File: config.mk
export PLATFORM = sky130hd
export DESIGN_NAME = pipe_hazard_ctrl
export DESIGN_NICKNAME = d
export VERILOG_FILES = /design/src/rtl/pipe_hazard_ctrl.sv
export SDC_FILE = /design/constraint.sdc
export NUM_CORES = 1
export LEC_CHECK = 0
export CORE_MARGIN = 5
export CORE_UTILIZATION = 54
export CTS_CLUSTER_SIZE = 24
export DETAILED_ROUTE_END_ITERATION = 10
export PLACE_DENSITY = 0.9
export SLEW_MARGIN = 20
export SYNTH_ARGS = -nofsm -noshare
export SYNTH_HDL_FRONTEND = slang
export SYNTH_SLANG_ARGS = --single-unit
File: constraint.sdc
create_clock -name clk_i -period 9.6 [get_ports clk_i]
set_input_delay 2.88 -clock clk_i [delete_from_list [all_inputs] [get_ports clk_i]]
set_output_delay 2.88 -clock clk_i [all_outputs]
set_load 0.02 [all_outputs]
File: src/rtl/pipe_hazard_ctrl.sv
// Hazard and sequencing controller for the 5-stage pipeline: load-use bubbles,
// EX branch flushes and multi-cycle data-memory stalls with timeout, plus event counters.
module pipe_hazard_ctrl #(
    parameter int unsigned MEM_TIMEOUT = 16,
    parameter int unsigned CNT_W       = 32
) (
    input  logic             clk_i,
    input  logic             rst_i,
    input  logic [4:0]       id_rs1_i,
    input  logic [4:0]       id_rs2_i,
    input  logic             id_rs1_used_i,
    input  logic             id_rs2_used_i,
    input  logic [4:0]       ex_rd_i,
    input  logic             ex_mem_read_i,
    input  logic             ex_branch_taken_i,
    input  logic             mem_req_i,
    input  logic             mem_ack_i,
    input  logic             cnt_clr_i,
    output logic             pc_suspend_o,
    output logic             if_id_suspend_o,
    output logic             if_id_flush_o,
    output logic             id_ex_suspend_o,
    output logic             id_ex_flush_o,
    output logic             ex_mem_suspend_o,
    output logic             mem_wb_flush_o,
    output logic             redirect_o,
    output logic             mem_timeout_o,
    output logic [CNT_W-1:0] stall_cnt_o,
    output logic [CNT_W-1:0] flush_cnt_o
);

    localparam int unsigned WAIT_W = $clog2(MEM_TIMEOUT + 1);

    typedef enum logic {
        ST_RUN  = 1'b0,
        ST_WAIT = 1'b1
    } state_t;

    state_t            state;
    state_t            state_nxt;
    logic [WAIT_W-1:0] wait_cnt;
    logic [WAIT_W-1:0] wait_cnt_nxt;
    logic              mem_stall;
    logic              mem_abort;
    logic              load_use;
    logic              stall_evt;
    logic              flush_evt;

    // State register; reset also cancels any access in flight without a timeout pulse.
    always_ff @(posedge clk_i or posedge rst_i) begin
        if (rst_i) begin
            state    <= ST_RUN;
            wait_cnt <= '0;
        end else begin
            state    <= state_nxt;
            wait_cnt <= wait_cnt_nxt;
        end
    end

    // Next state: memory access sequencing with bounded wait.
    always_comb begin
        state_nxt    = state;
        wait_cnt_nxt = wait_cnt;
        mem_stall    = 1'b0;
        mem_abort    = 1'b0;
        case (state)
            ST_RUN: begin
                if (mem_req_i && !mem_ack_i) begin
                    mem_stall    = 1'b1;
                    state_nxt    = ST_WAIT;
                    wait_cnt_nxt = WAIT_W'(1);
                end
            end
            ST_WAIT: begin
                if (mem_ack_i) begin
                    state_nxt    = ST_RUN;
                    wait_cnt_nxt = '0;
                end else if (wait_cnt < WAIT_W'(MEM_TIMEOUT)) begin
                    mem_stall    = 1'b1;
                    wait_cnt_nxt = wait_cnt + WAIT_W'(1);
                end else begin
                    mem_abort    = 1'b1;
                    state_nxt    = ST_RUN;
                    wait_cnt_nxt = '0;
                end
            end
            default: begin
                state_nxt    = ST_RUN;
                wait_cnt_nxt = '0;
            end
        endcase
    end

    assign load_use = ex_mem_read_i && (ex_rd_i != 5'd0) &&
                      ((id_rs1_used_i && (id_rs1_i == ex_rd_i)) ||
                       (id_rs2_used_i && (id_rs2_i == ex_rd_i)));

    // Outputs: memory stall dominates, then branch (discards the ID instruction), then load-use.
    always_comb begin
        pc_suspend_o     = 1'b0;
        if_id_suspend_o  = 1'b0;
        if_id_flush_o    = 1'b0;
        id_ex_suspend_o  = 1'b0;
        id_ex_flush_o    = 1'b0;
        ex_mem_suspend_o = 1'b0;
        mem_wb_flush_o   = 1'b0;
        redirect_o       = 1'b0;
        mem_timeout_o    = 1'b0;
        stall_evt        = 1'b0;
        flush_evt        = 1'b0;
        if (!rst_i) begin
            mem_timeout_o = mem_abort;
            if (mem_stall) begin
                pc_suspend_o     = 1'b1;
                if_id_suspend_o  = 1'b1;
                id_ex_suspend_o  = 1'b1;
                ex_mem_suspend_o = 1'b1;
                mem_wb_flush_o   = 1'b1;
                stall_evt        = 1'b1;
            end else if (ex_branch_taken_i) begin
                redirect_o    = 1'b1;
                if_id_flush_o = 1'b1;
                id_ex_flush_o = 1'b1;
                flush_evt     = 1'b1;
            end else if (load_use) begin
                pc_suspend_o    = 1'b1;
                if_id_suspend_o = 1'b1;
                id_ex_flush_o   = 1'b1;
                stall_evt       = 1'b1;
            end
        end
    end

    // Saturating event counters; clear wins over increment.
    always_ff @(posedge clk_i or posedge rst_i) begin
        if (rst_i) begin
            stall_cnt_o <= '0;
            flush_cnt_o <= '0;
        end else if (cnt_clr_i) begin
            stall_cnt_o <= '0;
            flush_cnt_o <= '0;
        end else begin
            if (stall_evt && !(&stall_cnt_o)) begin
                stall_cnt_o <= stall_cnt_o + CNT_W'(1);
            end
            if (flush_evt && !(&flush_cnt_o)) begin
                flush_cnt_o <= flush_cnt_o + CNT_W'(1);
            end
        end
    end

endmodule

==> metrics.md <==
| Metric | Value |
|---|---|
| RSZ-0062 raised after global routing | `no` |
| Number of synthesized flops with an enable pin | `0` |
| Dpl hpwl | `7.32 mm` |
| Area leader, netlist | `dfrtp_1` |
| MaxCap Viol Count | `0` |
| Syn Inst Count | `about 450` |
| Register bit total from synthesis | `70` |
| Grt ovf | `0` |
| Initial Util | `55.3%` |
| Post-CTS setup buffer count | `0` |
| Switch share | `between 20% and 30%` |
| GRT Overall Usage | `between 20% and 30%` |
| Io pins | `a little under 100` |
| Finished Cell Area | `between 5000 and 6000 um2` |
| Worst setup path end | `if_id_suspend_o` |
| Synth warn | `0` |
| Multiplexer share of the synthesized area | `2.21%` |
| Leading post-synthesis cells by cell area | `dfrtp_1 44%, xnor2_1 5.0%, a21oi_1 4.2%` |
| WL per Instance | `~16 um` |
| Non-Filler Instances | `between 600 and 700` |
| Syn_nets | `between 400 and 500` |
| Hold Buf Count CTS | `0` |
| Power Internal | `between 400 and 500 uW` |
| N_diodes | `0` |
| Slew Limit Fails | `0` |
| Syn_area_per_cell | `9.01 um2` |
| Distinct cells, synth | `41` |
| Largest family of logic cells by synthesized area | `simple AND/OR/NAND/NOR gates` |
| FP Rows | `31` |
| Initial DRC count | `about 190` |
| Post-synthesis simple-gate area fraction | `29.8%` |
| TNS Setup | `0 ns` |
| Tot Pwr | `roughly 610 uW` |
| Root Buffer | `clkbuf_8` |
| Initial antenna violation count | `0` |
| GPL Wtd Cong | `between 0.8 and 0.9` |
| Crit path launch | `ex_rd_i[2]` |
| Fin crit share | `84.7%` |
| First-pass GRT wire length | `between 15 and 20 mm` |
| Reg-to-reg endpoint | `stall_cnt_o[21]$_DFFE_PP0P_` |
| Worst Tran Pin Value | `0.912 ns` |
| Setup violators final | `0` |
| Nets | `564` |
| Hold Path Class | `reg -> reg` |
| Crit Path Max Fanout | `13` |
| Xor/xnor share of the synthesized area | `about 7.4%` |
| Adder-cell share of the synthesized area | `0.936%` |
| WP data arrival | `around 5.3 ns` |
| Largest net degree at the start of global routing | `75` |
| Placed insts | `approximately 630` |
| Final WS setup | `roughly 1.5 ns` |
| Min Hold Slack | `between 0.5 and 0.6 ns` |
| Seq pwr share | `around 50%` |
| Ys async rst share | `100%` |
| Data required, critical path | `between 6 and 7 ns` |
| Register area share after synthesis | `43.7%` |
| Sw power | `about 140 uW` |
| Die height | `a little under 100 um` |
| # clock sinks | `70` |
| Proportion of layout cells with a drive suffix above 1 | `roughly 7.7%` |
| DRT antenna net count | `0` |
| CP Class | `in -> out` |
| Post-synthesis compound-gate area fraction | `around an eighth` |
| FF-to-FF setup slack | `6.88 ns` |
| Area after DPL | `5020 um2` |
| Vias/cell | `between 5 and 6` |
| Layout Skew | `roughly 0.012 ns` |
| Crit path time final | `8.14 ns` |
| Drt drc | `0` |
| Vias in the first global route | `around 3,600` |
| Area grow syn2layout | `30.5%` |
| VDD IR max | `a little under 70 uV` |
| Mapped Area | `4010 um2` |
| Yosys top cell area share | `a little over two fifths` |
| Port Buf Inserts | `96` |
| CTS tree | `done` |
| Lkg Pwr | `between 2 and 2.5 nW` |
| Final Hold Fails | `0` |
| Combinational power share | `under 10%` |
| Post-CTS sizing | `0` |
| Min-delay src | `wait_cnt[4]$_DFFE_PP0P_` |
| Reg-to-Reg Start | `stall_cnt_o[20]$_DFFE_PP0P_` |
| Fmax | `approximately 120 MHz` |
| Drt total wl | `10.3 mm` |
| Pre-antenna DRT Iters | `5` |
| Die W | `approximately 96 um` |
| Max clock buf depth | `2` |
| Setup slack at placement | `about 1.5 ns` |
| Commonest cells post-synth | `70 x dfrtp_1, 39 x nor2_1, 36 x nand2_1` |
| Most numerous cell in the Yosys netlist | `dfrtp_1` |
| Status | `finished, final reports clean` |
| PwrDens | `between 100 and 150 nW/um2` |
| Core ar. | `7250 um2` |
| Clock Latency Late Sink | `0.35 ns` |
| DR vias | `approximately 3,800` |
| CP Capture Type | `primary output` |
| Startpoint types | `primary input` |
| Worst R2R Path Depth | `6` |
| Relative slew slack | `between 30% and 40%` |
| Main flop type after synthesis | `dfrtp_1` |
| Cts bufs inserted | `9` |
| H-tree Lvls | `3` |
| Final core utilization | `about 72%` |
| Die area | `around 9000 um2` |
| Reg clk slew, reported paths | `0.08 ns` |
| Clock Power Share | `about 42%` |
## critical path: stages
cell and delay (ns):
clkdlybuf4s50_1 0.48, or4_1 0.54, o21ai_0 0.31, nor3_1 0.08, a21oi_1 0.16, buf_4 0.20, inv_1 0.07, clkdlybuf4s50_1 0.54
## state kept, by name, summed over array words and instances (netlist names)
signal,flops
flush_cnt_o,32
wait_cnt,5
state,1
stall_cnt_o,32
## logic make-up after synthesis
| group | after synthesis |
|---|---|
| xor gates and xnor gates | 34 |
| adders and majority gates | 3 |
| muxes | 8 |
| AOI/OAI and AO/OA | 79 |
| and+or+nand+nor | 214 |
| DFF | 70 |
| buffers and inverters | 37 |
## power by group through the flow
stage | sequential, mW | combinational [mW] | clock (mW)
after global placement | 0.306 | 0.0499 | 0
after floorplan | 0.306 | 0.0295 | 0
after global routing | 0.301 | 0.0567 | 0.278
after CTS | 0.300 | 0.0518 | 0.264
after detailed placement | 0.306 | 0.0517 | 0
final | 0.300 | 0.0512 | 0.258
## cell type report
class	count	area, um2
flip-flops and latches	70	1750
fillers	564	2020
well taps	99	124
multi-input cells	338	2100
repair buffers	99	978
clock inverters	6	86.3
inverters	19	71.3
clock buffers	10	128
## worst min path at each step
stage                              end  depth (start not counted)
3_5_place_dp   wait_cnt[4]$_DFFE_PP0P_                          2
3_3_place_gp   wait_cnt[4]$_DFFE_PP0P_                          2
2_1_floorplan  wait_cnt[4]$_DFFE_PP0P_                          2
5_1_grt        wait_cnt[4]$_DFFE_PP0P_                          2
6_report       wait_cnt[4]$_DFFE_PP0P_                          2
4_1_cts        wait_cnt[4]$_DFFE_PP0P_                          2
## layout by cell type (no fill, tap or decap), types with 4 or more instances in the layout
| cell type | n |
|---|---|
| or4_1 | 15 |
| nor2_1 | 39 |
| nand2_1 | 36 |
| and4_1 | 6 |
| nor3_1 | 13 |
| dfrtp_1 | 70 |
| xor2_1 | 11 |
| nor4_1 | 10 |
| or3_1 | 18 |
| and3_1 | 10 |
| or3_2 | 4 |
| clkbuf_8 | 9 |
| o21ai_0 | 20 |
| inv_1 | 18 |
| clkdlybuf4s50_1 | 95 |
| xnor2_1 | 23 |
| nor2b_1 | 8 |
| o31ai_1 | 12 |
| nand3_1 | 20 |
| mux2_2 | 7 |
| nand2b_1 | 4 |
| nand4_1 | 20 |
| a21oi_1 | 34 |
## layer usage
| layer | global-route usage, % | wire (um) | vias to the layer above |
|---|---|---|---|
| met2 | 39.4 | 5220 | 150 |
| li1 | - | - | 1800 |
| met5 | 0 | 0 | - |
| met3 | 5.00 | 621 | 28 |
| met4 | 8.18 | 237 | 0 |
| met1 | 28.7 | 4180 | 1787 |
(Power assumes the default switching activity.)
